**config.mk**
```make
export PLATFORM = sky130hd
export DESIGN_NAME = bram_stream_reader
export DESIGN_NICKNAME = d
export VERILOG_FILES = /design/src/rtl/bram_stream_reader.sv
export SDC_FILE = /design/constraint.sdc
export NUM_CORES = 1
export LEC_CHECK = 0
export BUFFER_PORTS_ARGS = -buffer_cell sky130_fd_sc_hd__buf_2
export CORE_ASPECT_RATIO = 0.6
export CORE_MARGIN = 2
export CORE_UTILIZATION = 53
export CTS_CLUSTER_DIAMETER = 200
export CTS_CLUSTER_SIZE = 8
export DETAILED_ROUTE_END_ITERATION = 12
export PLACE_DENSITY = 0.8
export SETUP_SLACK_MARGIN = 0.05
export SLEW_MARGIN = 10
export SYNTH_ARGS = -nofsm -noshare
export SYNTH_HDL_FRONTEND = slang
export SYNTH_SLANG_ARGS = --single-unit
```
**constraint.sdc**
```tcl
create_clock -name clock -period 4.2 [get_ports clock]
set_input_delay 0.63 -clock clock [delete_from_list [all_inputs] [get_ports clock]]
set_output_delay 0.63 -clock clock [all_outputs]
set_load 0.1 [all_outputs]
```
**src/rtl/bram_stream_reader.sv**
```systemverilog
// Burst reader for a registered-output block RAM: issues sequential reads and streams
// the words through a 2-entry skid buffer. Optional abort port: BRAM_STREAM_READER_ABORT_EN.
module bram_stream_reader #(
  parameter int  DATA_WIDTH    = 8,
  parameter int  DEPTH         = 256,
  localparam int ADDRESS_WIDTH = $clog2(DEPTH)
) (
  input  logic                     clock,
  input  logic                     reset,
  input  logic [ADDRESS_WIDTH-1:0] cmd_start_addr,
  input  logic [ADDRESS_WIDTH:0]   cmd_length,
  input  logic                     cmd_valid,
  output logic                     cmd_ready,
  output logic [ADDRESS_WIDTH-1:0] rdaddress,
  input  logic [DATA_WIDTH-1:0]    q,
  output logic [DATA_WIDTH-1:0]    out_data,
  output logic                     out_valid,
  input  logic                     out_ready,
  output logic                     busy,
`ifdef BRAM_STREAM_READER_ABORT_EN
  input  logic                     abort,
  output logic                     aborted,
`endif
  output logic                     done
);

  typedef enum logic [1:0] {IDLE, STREAM, DRAIN} state_t;

  state_t                   state;
  logic [ADDRESS_WIDTH:0]   remaining;
  logic                     pending;
  logic [1:0]               occ;
  logic [DATA_WIDTH-1:0]    tail;
  logic                     pop, push, accept, issue, last_pop, abort_hit;
  logic [2:0]               level;
  logic [ADDRESS_WIDTH-1:0] next_addr;

  assign pop       = out_valid & out_ready;
  assign push      = pending;
  assign accept    = cmd_valid & cmd_ready;
  // Words that will sit in the buffer once this edge's pop and the in-flight read land.
  assign level     = 3'(occ) + 3'(pending) - 3'(pop);
  assign issue     = (state == STREAM) && (remaining != '0) && (level < 3'd2);
  assign last_pop  = (state == DRAIN) && !pending && (occ == 2'd1) && pop;
  assign next_addr = (rdaddress == ADDRESS_WIDTH'(DEPTH - 1)) ? '0
                                                              : rdaddress + ADDRESS_WIDTH'(1);
  assign out_valid = (occ != 2'd0);

`ifdef BRAM_STREAM_READER_ABORT_EN
  assign abort_hit = abort & busy;

  always_ff @(posedge clock) begin
    if (reset) aborted <= 1'b0;
    else       aborted <= abort_hit;
  end
`else
  assign abort_hit = 1'b0;
`endif

  // NOTE: every register here is assigned with <= so all of them sample pre-edge values.
  always_ff @(posedge clock) begin
    if (reset) begin
      state     <= IDLE;
      cmd_ready <= 1'b0;
      rdaddress <= '0;
      remaining <= '0;
      pending   <= 1'b0;
      occ       <= 2'd0;
      out_data  <= '0;
      busy      <= 1'b0;
      done      <= 1'b0;
    end else if (abort_hit) begin
      state     <= IDLE;
      cmd_ready <= 1'b1;
      remaining <= '0;
      pending   <= 1'b0;
      occ       <= 2'd0;
      busy      <= 1'b0;
      done      <= 1'b1;
    end else begin
      done <= 1'b0;
      case (state)
        IDLE: begin
          cmd_ready <= 1'b1;
          if (accept) begin
            if (cmd_length == '0) begin
              done <= 1'b1;
            end else begin
              rdaddress <= cmd_start_addr;
              remaining <= cmd_length;
              busy      <= 1'b1;
              cmd_ready <= 1'b0;
              state     <= STREAM;
            end
          end
        end
        STREAM: begin
          if (issue && remaining == (ADDRESS_WIDTH + 1)'(1)) state <= DRAIN;
        end
        DRAIN: begin
          if (last_pop) begin
            state     <= IDLE;
            busy      <= 1'b0;
            done      <= 1'b1;
            cmd_ready <= 1'b1;
          end
        end
        default: state <= IDLE;
      endcase

      pending <= issue;
      if (issue) begin
        remaining <= remaining - (ADDRESS_WIDTH + 1)'(1);
        rdaddress <= next_addr;
      end

      // Head entry: loaded from the RAM when it is (or is about to be) empty, else from tail.
      if ((occ == 2'd0) || (occ == 2'd1 && pop)) begin
        if (push) out_data <= q;
      end else if (occ == 2'd2 && pop) begin
        out_data <= tail;
      end
      occ <= occ + 2'(push) - 2'(pop);
    end
  end

  // NOTE: tail is only read when occupancy is 2, so it needs no reset.
  always_ff @(posedge clock) begin
    if (push && ((occ == 2'd1 && !pop) || (occ == 2'd2 && pop))) tail <= q;
  end

endmodule
```
**Yosys cells after proc, flatten, opt, wreduce, memory -nomap -nowiden**

Index checks and enable logic that the tools add are counted.
W data, S select, Z words.

- Mux-type cells: 28
- Reduce and logical (&&, ||, !) cells: 28
- Eq/ne operators: 12
- Add/sub/neg operators: 6
- Magnitude comparators: 1
- Bitwise operators: 2

Operators by type and width:

| cell | count |
|---|---|
| $mux W8 | 8 |
| $mux W9 | 4 |
| $logic_and A1 B1 Y1 | 10 |
| $ne A2 B2 Y1 const B | 5 |
| $reduce_bool A2 Y1 | 5 |
| $eq A9 B1 Y1 const B | 1 |
| $logic_not A9 Y1 | 1 |
| $reduce_bool A9 Y1 | 1 |
| $sub A9 B1 Y9 const B | 1 |
| $add A8 B1 Y8 const B | 1 |
| $eq A8 B8 Y1 const B | 1 |
| $mux W1 | 8 |
| $mux W2 | 4 |
| $reduce_and A4 Y1 | 2 |
| $pmux W1 S2 | 3 |
| $pmux W2 S3 | 1 |
| $eq A2 B1 Y1 const B | 2 |
| $eq A2 B2 Y1 const B | 2 |
| $logic_not A2 Y1 | 2 |
| $reduce_and A2 Y1 | 2 |
| $add A2 B1 Y3 | 1 |
| $lt A3 B2 Y1 const B | 1 |
| $reduce_and A3 Y1 | 1 |
| $sub A3 B1 Y3 | 1 |
| 6 further kinds | 9 |

- Word-level logic and storage cells: 87
- Register bits after elaboration: 41

**Depth between registers and ports, before layout**

Gate-level depths: netlist (run 1).

- Word-level depth: 8
- Gate-level depth with buffers: 13
- Depth with buffers taken out: 11

**Worst setup path after synthesis (run 1)**

OpenSTA, ideal clock, no wires.

- Kind: flip-flop to flip-flop
- Start: register occ[1]
- End: register rdaddress[6]
- Arrival: 3.506 ns
- Setup time: 0.133 ns
- Clock period less this slack: 3.640 ns
- Required time: 4.067 ns
- Path slack: 0.560 ns
- Cell stages (with the launch flop): 14
- Cells stage by stage: dfxtp_1 clkbuf_1 inv_1 nand2_1 and2_1 ha_1 inv_1 ha_1 fa_1 nor3b_1 o211ai_1 buf_2 o32ai_1 a311oi_1

- Word-level cells in the longest chain between the ends: 7
- Elaborated cells on any way between the ends: 11
- Those cells by class: add/sub: 2; order compare: 1; eq/ne: 1; mux: 1; bitwise: 1; reduce/logical: 5

Ends and longest elaborated chain:

| item | line | text |
|---|---|---|
| from (decl) | 32 | `logic [1:0] occ;` |
| from (signal assigned) | 123 | `occ <= occ + 2'(push) - 2'(pop);` |
| $reduce_bool A2 Y1 * | 47 | `assign out_valid = (occ != 2'd0);` |
| named net out_valid | 17 | `output logic out_valid,` |
| $and A1 B1 Y1 * | 38 | `assign pop = out_valid & out_ready;` |
| $sub A3 B1 Y3 * | 42 | `assign level = 3'(occ) + 3'(pending) - 3'(pop);` |
| named net level[1] | 35 | `logic [2:0] level;` |
| $lt A3 B2 Y1 * | 43 | `assign issue = (state == STREAM) && (remaining != '0) && (level < 3'd2);` |
| $logic_and A1 B1 Y1 * | 43 |  |
| $ne A2 B2 Y1 (no source line) / $reduce_bool A2 Y1 (equally long branches) | n/a |  |
| $reduce_and A3 Y1 (no source line) | n/a |  |
| to (signal assigned) | 89 | `rdaddress <= cmd_start_addr;` |
| to (signal assigned) | 114 | `rdaddress <= next_addr;` |
| to (decl) | 14 | `output logic [ADDRESS_WIDTH-1:0] rdaddress,` |

Mark *: on every way through the listed nets, which the timed path passes. The rest lies on a longest branch.
A chain may end at the register's enable or synchronous reset.

**Final worst setup path (run 1)**

- Start: register occ[1]
- End: register rdaddress[6]

- Word-level cells in the longest chain between the ends: 7
- Elaborated cells on any way between the ends: 11
- Those cells by class: add/sub: 2; order compare: 1; eq/ne: 1; mux: 1; bitwise: 1; reduce/logical: 5

Ends and longest elaborated chain:

| item | line |
|---|---|
| parallel branches: the longest is 2 deep, another holds $add A2 B1 Y3 | n/a |
| $sub A3 B1 Y3 * | 42 |
| named net level[1] | 35 |
| $lt A3 B2 Y1 * | 43 |
| $logic_and A1 B1 Y1 * | 43 |
| $ne A2 B2 Y1 (no source line) / $reduce_bool A2 Y1 (equally long branches) | n/a |
| $reduce_and A3 Y1 (no source line) | n/a |

Mark *: on every way through the listed nets, which the timed path passes.

==> metrics.cfg, run 1 <==
[grt]
grt_use_met3_pct=5.98
grt_pass1_wl_mm=8.00
met1_usage_pct=35.3
antenna_found_initial=0
grt_max_degree=35
use_met2_pct=32.0
grt_overflow=0
top_usage_layer=met1
first_global_vias=1625
track_usage_pct=23.3

[clock_network]
tritoncts=done
clkTransAtPathRegs_ns=0.09
numCtsBuffers=5
post_cts_buffers=0
cts_root_buf=clkbuf_8
cts_max_level=2
cts.sinks=41
clk-insertion-delay-late_ns=0.30
cts_hold_buf=0
post_cts_resized=0
cts_max_path_buffers=2

[critical_path]
crit_end=rdaddress[6]
reg2reg_slack_ns=0.75
cp_slowest_cell=o211ai_1
crit_required_ns=4.40
r2r_start=occ[1]
r2r-end=rdaddress[6]
worstPathArrival_ns=3.65
cp_cell_sequence=inv_1 -> nand2_1 -> and2_1 -> ha_1 -> inv_1 -> ha_1 -> fa_1 -> nor3b_1 -> o211ai_1 -> or2_2 -> a311oi_1
worst_path_largest_cell_delay_ns=0.49
end_kind=flop
reg2regPathDepth=11
cp_max_fo=13
critical_path_class=flop to flop
startpoint=occ[1]
critPathLaunchType=flop

[power]
switching_power_uw=824
p_int_uw=808
irDropWorstVdd_mv=0.497
p_total_uw=1630
clkPwrFrac_pct=15.7
seqPwrFrac_pct=33.5
leakage_uw=0.00103
pwr-share-comb_pct=50.8
p_per_area_mw_per_mm2=667
switching_share_pct=50.5

[layout]
final_net_count=307
fillers=315
area_growth_syn_to_layout_pct=16.6
antennaDiodeCount=0
drive_above_1_share_pct=23.9
finalInstanceArea_sq_mm=0.00244

[placed_design]
pre_cts_ws_ns=0.610
place_area_sq_mm=0.00236
hpwlAfterDp_mm=3.50
gp_congestion=0.805
numPortBuffers=48

[logic_synthesis]
synthesis.nets=261
avgSynthCellArea_sq_um=9.32
syn_inst=225
yosysWarnings=0
yosysSeqAreaShare_pct=43.0
synth-edff-count=8
synthDistinctLibCells=47
netlist_area_sq_mm=0.00210
synth-seq-cells=41
dominantRegCellSynth=dfxtp_1
synthArstFlopShare_pct=0

[route]
drt_first_iter_violations=153
drc=0
vias=1911
wl_mm=4.85
post_drt_wl_per_cell_um=15.2
dr.pass1.iters=4
antenna_left=0
viasPerCell=5.99

[sta]
skew_ns=0.0148
whs_ns=0.508
slew_violations=0
fmax_mhz=290
finalCritPeriodShare_pct=82.1
grt_setup_unrepaired=no
setup_tns_ns=0
fin_ws_ns=0.753
worstMarginPinSlew_ns=1.01
period_minus_slack_ns=3.45
max_slew_margin_pct=32.7
finalHoldViolCount=0
setup_viol=0

[floorplanning]
initial_core_util_pct=56.3
ios=49
fp.coreArea_sq_mm=0.00372
fp.dieW_um=85.2
die_height_um=52.7
rows=17
dieArea_sq_mm=0.00449

[run]
maxCapViolCount=0

[status]
status=finished, final reports clean

[worst_hold_path]
holdCritPathClass=flop to flop

## synthesized netlist by cell type (all sizes together) (2+ instances only)
cell     instances  share of area (%)
o211ai           4                1.4
nor4             5                1.5
nor3b            2               0.72
and3             3               0.90
buf              4                1.3
or2              2               0.60
a31oi            5                1.5
o21ai            5                1.2
o311ai           2               0.84
or3              5                1.5
a211oi          10                3.6
a311oi           2               0.84
nand2b           3               0.90
or4              3                1.4
nor3             8                1.9
a21oi           10                2.4
nand2           15                2.7
and2             3               0.90
xor2             2               0.84
ha               6                3.6
mux2i           10                4.8
edfxtp           8                 11
nand3            9                2.1
dfxtp           33                 32
inv              9                1.6
o32ai            3                1.3
o2bb2a           2               0.95
nor2b            6                1.8
nor4bb           2               0.95
clkbuf           7                1.3
a2111oi          2               0.95
nor2            22                3.9
## state kept, by name, indices dropped and copies added (netlist names)
signal,count
rdaddress,8
tail,8
occ,2
busy,1
done,1
cmd_ready,1
out_data,8
remaining,9
pending,1
state,2
## final cells by class
class | count | area (sq um) | area share [%]
multi-input combinational | 164 | 1110 | 45.4
sequential | 41 | 901 | 36.8
timing repair buffer | 50 | 255 | 10.4
clock buffer | 5 | 68.8 | 2.81
tap | 47 | 58.8 | 2.41
inverter | 9 | 33.8 | 1.38
clock inverter | 3 | 17.5 | 0.716
## how the worst min path moves through the flow
stage / from / endpoint / slack, ns / depth (start not counted)
detailed placement: busy / busy / 0.49 / 2
finish: busy / busy / 0.51 / 2
global placement: out_data[6] / out_data[6] / 0.49 / 2
floorplan: remaining[6] / remaining[6] / 0.47 / 2
CTS: out_data[6] / out_data[6] / 0.51 / 2
global route: q[3] / tail[3] / 0.50 / 1
## kinds of logic after synthesis
kind of cell | after synthesis | share of synthesized area [%]
xor+xnor | 3 | 1.25
compound gates | 51 | 18.4
fa+ha+maj | 7 | 4.53
buf+inv | 20 | 4.12
simple gates | 93 | 24.0
mux | 10 | 4.77
flops | 41 | 43.0
## power by group through the flow
stage | sequential [uW] | combinational [uW] | clock [uW]
after floorplan | 836 | 392 | 0
after global placement | 549 | 810 | 0
after detailed placement | 551 | 824 | 0
after CTS | 543 | 826 | 260
after global routing | 557 | 880 | 281
final | 546 | 829 | 257
## routing by layer
layer	wire [um]	part of all wire, %
met5	0	0
met4	36	0.74
met3	273	5.6
met2	1920	40
met1	2620	54
## stage by stage
step,cells,util (%)
CTS,319,65.7
floorplan,225,-
global placement,311,63.4
finish,319,65.7
global route,319,65.7
detailed placement,311,63.4
## worst max-delay path: cells and delay by family, from the launching register on
| family | cells | cell delay [ns] |
|---|---|---|
| AO/OA/AOI/OAI | 2 | 0.76 |
| adder cells (fa/ha/maj) | 3 | 0.89 |
| buffers and inverters | 2 | 0.17 |
| flip-flops | 1 | 0.39 |
| AND/OR/NAND/NOR | 4 | 1.14 |
## cell usage in the layout (no fill, tap or decap), types with 2 or more instances in the layout
master	synthesis	final
buf_2	3	48
nand2b_1	3	3
and3_1	3	3
a21oi_1	10	10
inv_1	9	9
nor2b_1	6	6
a211oi_1	10	10
or2_2	2	2
o21ai_0	5	5
and2_1	3	3
or3_1	5	5
mux2i_1	10	10
a31oi_1	5	5
nor2_1	22	22
xor2_1	2	2
a2111oi_1	2	2
ha_1	6	6
nand2_1	15	15
nor3b_1	2	2
nor4bb_1	2	2
o32ai_1	3	3
o311ai_0	2	2
o2bb2a_1	2	2
nor4_1	5	5
buf_4	0	2
dfxtp_1	33	33
nor3_1	8	8
o211ai_1	4	4
a311oi_1	2	2
nand3_1	9	9
clkbuf_8	0	5
or4_4	2	2
edfxtp_1	8	8
Power figures use the tool's default switching activity.
==> run 2, diff against run 1 <==
--- a/config.mk
+++ b/config.mk
@@ -5,6 +5,7 @@
 export SDC_FILE = /design/constraint.sdc
 export NUM_CORES = 1
 export LEC_CHECK = 0
+export ABC_AREA = 1
 export BUFFER_PORTS_ARGS = -buffer_cell sky130_fd_sc_hd__buf_2
 export CORE_ASPECT_RATIO = 0.6
 export CORE_MARGIN = 2
@@ -12,7 +13,7 @@
 export CTS_CLUSTER_DIAMETER = 200
 export CTS_CLUSTER_SIZE = 8
 export DETAILED_ROUTE_END_ITERATION = 12
-export PLACE_DENSITY = 0.8
+export PLACE_DENSITY = 0.78
 export SETUP_SLACK_MARGIN = 0.05
 export SLEW_MARGIN = 10
 export SYNTH_ARGS = -nofsm -noshare
==> constraint.sdc (replaced) <==
create_clock -name clock -period 3.54 [get_ports clock]
set_input_delay 0.531 -clock clock [delete_from_list [all_inputs] [get_ports clock]]
set_output_delay 0.531 -clock clock [all_outputs]
set_load 0.1 [all_outputs]
==> run 2 against run 1 <==
Final cell count is 47% higher. Setup slack worse by 0.12 ns. Synthesized cell count is 60% higher. Clock-buffer cell count stayed put. Critical path type unchanged. Cell area is 13% higher. Utilization is 0.40 points lower. Die area is 14% higher. Sequential cell count stayed put. Non-clock buffer count is 1 higher. Critical endpoint is now state[0]. Hold slack worse by 0.087 ns.
==> metrics.cfg, run 2 <==
[status]
status=finished, final reports clean

[sta]
finalHoldViolCount=0  ; unchanged
fmax_mhz=344  ; +19%
fin_ws_ns=0.635  ; -0.118 ns
grt_setup_unrepaired=no
setup_viol=0  ; unchanged
finalCritPeriodShare_pct=82.1  ; about the same
slew_violations=0  ; unchanged
max_slew_margin_pct=52.7  ; +20 points
worstMarginPinSlew_ns=0.709  ; -0.298 ns
setup_tns_ns=0  ; unchanged
period_minus_slack_ns=2.90  ; -0.542 ns
skew_ns=0.00932  ; -0.00546 ns

[clock_network]
cts_hold_buf=0  ; unchanged
cts.sinks=41  ; unchanged
tritoncts=done
cts_max_path_buffers=2  ; unchanged
clk-insertion-delay-late_ns=0.30  ; about the same
cts_max_level=2  ; unchanged
post_cts_buffers=0  ; unchanged
post_cts_resized=0  ; unchanged
numCtsBuffers=5  ; unchanged
cts_root_buf=clkbuf_8
clkTransAtPathRegs_ns=0.09  ; about the same

[layout]
antennaDiodeCount=0  ; unchanged
fin_cells=470  ; +47%
final_net_count=445  ; +45%
top_register=remaining
most-common-layout-cells=nand2_1 (90), nor2_1 (73), inv_1 (51)
largest_reg_flops=9  ; unchanged
area_growth_syn_to_layout_pct=14.8
mostFrequentLayoutCell=nand2_1
fillers=410  ; +30%
drive_above_1_share_pct=18.8  ; -5.1 points

[floorplanning]
rows=18  ; +1
die_height_um=56.2  ; +6.6%
dieArea_sq_mm=0.00512  ; +14%
ios=49  ; unchanged
fp.coreArea_sq_mm=0.00423  ; +14%
fp.dieW_um=91.0  ; +6.8%
initial_core_util_pct=56.9  ; +0.55 points

[grt]
grt_max_degree=23  ; -34%
grt_overflow=0  ; unchanged
grt_pass1_wl_mm=10.0  ; +25%
antenna_found_initial=0  ; unchanged
track_usage_pct=24.4  ; +1.1 points
first_global_vias=2112  ; +30%

[logic_synthesis]
synthTopCellsByCount=nand2_1 (90), nor2_1 (73), inv_1 (51)
yosys-top-cells-area=dfxtp_1 (27%), nand2_1 (14%), nor2_1 (11%), edfxtp_1 (10%), inv_1 (7.9%)
synthesis.nets=397  ; +52%
yosysTopAreaCellShare_pct=27.4  ; -4.1 points
netlist_area_sq_mm=0.00241  ; +15%
synth-edff-count=8  ; unchanged
dominantRegCellSynth=dfxtp_1
yosysSeqAreaShare_pct=37.4  ; -5.6 points
syn_inst=361  ; +60%
synth-seq-cells=41  ; unchanged
synthDistinctLibCells=26  ; -45%
yosysTopAreaCell=dfxtp_1
avgSynthCellArea_sq_um=6.67  ; -28%
yosysMostFrequentCell=nand2_1
yosysWarnings=0  ; unchanged
synthArstFlopShare_pct=0  ; unchanged

[worst_hold_path]
min_from=q[0]
holdPathEnd=tail[0]
holdCritPathClass=input pin to flop
whs_path_depth=1  ; -1

[critical_path]
worstPathArrival_ns=3.08  ; -0.57 ns
end_kind=flop
r2r_start=occ[1]
reg2regPathDepth=12  ; +1
crit_required_ns=3.72  ; -0.68 ns
reg2reg_slack_ns=0.64  ; -0.12 ns
r2r-end=state[0]
cp_max_fo=13  ; unchanged
critPathLaunchType=flop
critical_path_class=flop to flop

[power]
clkPwrFrac_pct=14.2  ; -1.5 points
p_per_area_mw_per_mm2=798  ; +20%
seqPwrFrac_pct=29.8  ; -3.7 points
irDropWorstVdd_mv=0.335  ; -32%
pwr-share-comb_pct=56.0  ; +5.2 points
leakage_uw=0.00148  ; +44%
switching_power_uw=1210  ; +46%
p_total_uw=2210  ; +35%
switching_share_pct=54.7  ; +4.2 points
p_int_uw=1000  ; +24%

[route]
wl_mm=5.90  ; +22%
post_drt_wl_per_cell_um=12.6  ; -17%
drt_first_iter_violations=214  ; +40%
drc=0  ; unchanged
vias=2392  ; +25%
antenna_left=0  ; unchanged
viasPerCell=5.09  ; -15%
dr.pass1.iters=5  ; +1

[placed_design]
hpwlAfterDp_mm=4.44  ; +27%
dp.cells=462  ; +49%
pre_cts_ws_ns=0.565  ; -0.0448 ns
gp_congestion=0.879  ; +9.2%
numPortBuffers=48  ; unchanged

[run]
maxCapViolCount=0  ; unchanged

[run 2: changes by cell type after synthesis, moves of 6 or more]
cell	change
nand3_1	+16
nand3_2	+8
nor2b_1	-6
inv_1	+42
o21ai_0	+13
nor2_1	+51
nand2_1	+75
mux2i_1	-10
[run 2: cell type report]
type	instances	area, sq um	area share [%]
Multi-Input combinational cell	257	1230	44.7
Sequential cell	41	901	32.6
Timing Repair Buffer	51	263	9.51
Inverter	53	199	7.20
Tap cell	60	75.1	2.72
Clock buffer	5	68.8	2.49
Clock inverter	3	22.5	0.815
[run 2: metal layers]
| metal | track usage, % | vias up | part of all wire, % |
|---|---|---|---|
| met1 | 38.1 | 1070 | 52 |
| li1 | - | 1230 | - |
| met2 | 34.4 | 88 | 41 |
| met4 | 5.19 | 0 | 0.53 |
| met3 | 4.61 | 4 | 6.6 |
| met5 | 0 | - | 0 |
[run 2: how the worst max path moves through the flow]
stage                     slack [ns]  cells after the start      start            to
final                           0.64                     12     occ[1]      state[0]
after global routing            0.35                     13     occ[1]  remaining[3]
after CTS                       0.66                     12     occ[1]      state[0]
after detailed placement        0.57                     13  out_ready      state[0]
after global placement          0.76                     13  out_ready      state[0]
after floorplan                 1.14                     13  out_ready  remaining[4]
[run 2: metrics by stage]
step / utilization, % / hold slack, ns / instance area [sq um]
final: 65.3 / 0.421 / 2760
after global routing: 65.3 / 0.415 / 2760
after CTS: 65.3 / 0.418 / 2760
after detailed placement: 63.1 / 0.463 / 2670
after global placement: 63.1 / 0.460 / 2670
after floorplan: - / 0.424 / 2410
[run 2: power groups by stage]
| stage | Sequential, uW | Combinational [uW] | Clock (uW) |
|---|---|---|---|
| floorplan | 1040 | 647 | 0 |
| global placement | 660 | 1210 | 0 |
| detailed placement | 663 | 1230 | 0 |
| CTS | 653 | 1230 | 318 |
| global route | 670 | 1360 | 339 |
| finish | 657 | 1240 | 313 |
[run 2: critical path, cell delays in order, from the launching register on]
cell and delay (ns):
dfxtp_1 0.47, inv_2 0.10, a21oi_1 0.21, ha_1 0.27, inv_1 0.05, ha_1 0.15
fa_1 0.43, nor3_1 0.21, nand2_1 0.10, nor2_2 0.47, nand2_1 0.17, nand2_1 0.10
a21oi_1 0.06
[run 2: kinds of logic after synthesis]
| logic type | count (synthesis) | share of synthesized area (%) |
|---|---|---|
| compound gates | 37 | 8.94 |
| xor+xnor | 1 | 0.364 |
| fa+ha+maj | 7 | 3.95 |
| buf+inv | 63 | 11.3 |
| flops | 41 | 37.4 |
| simple gates | 212 | 38.0 |
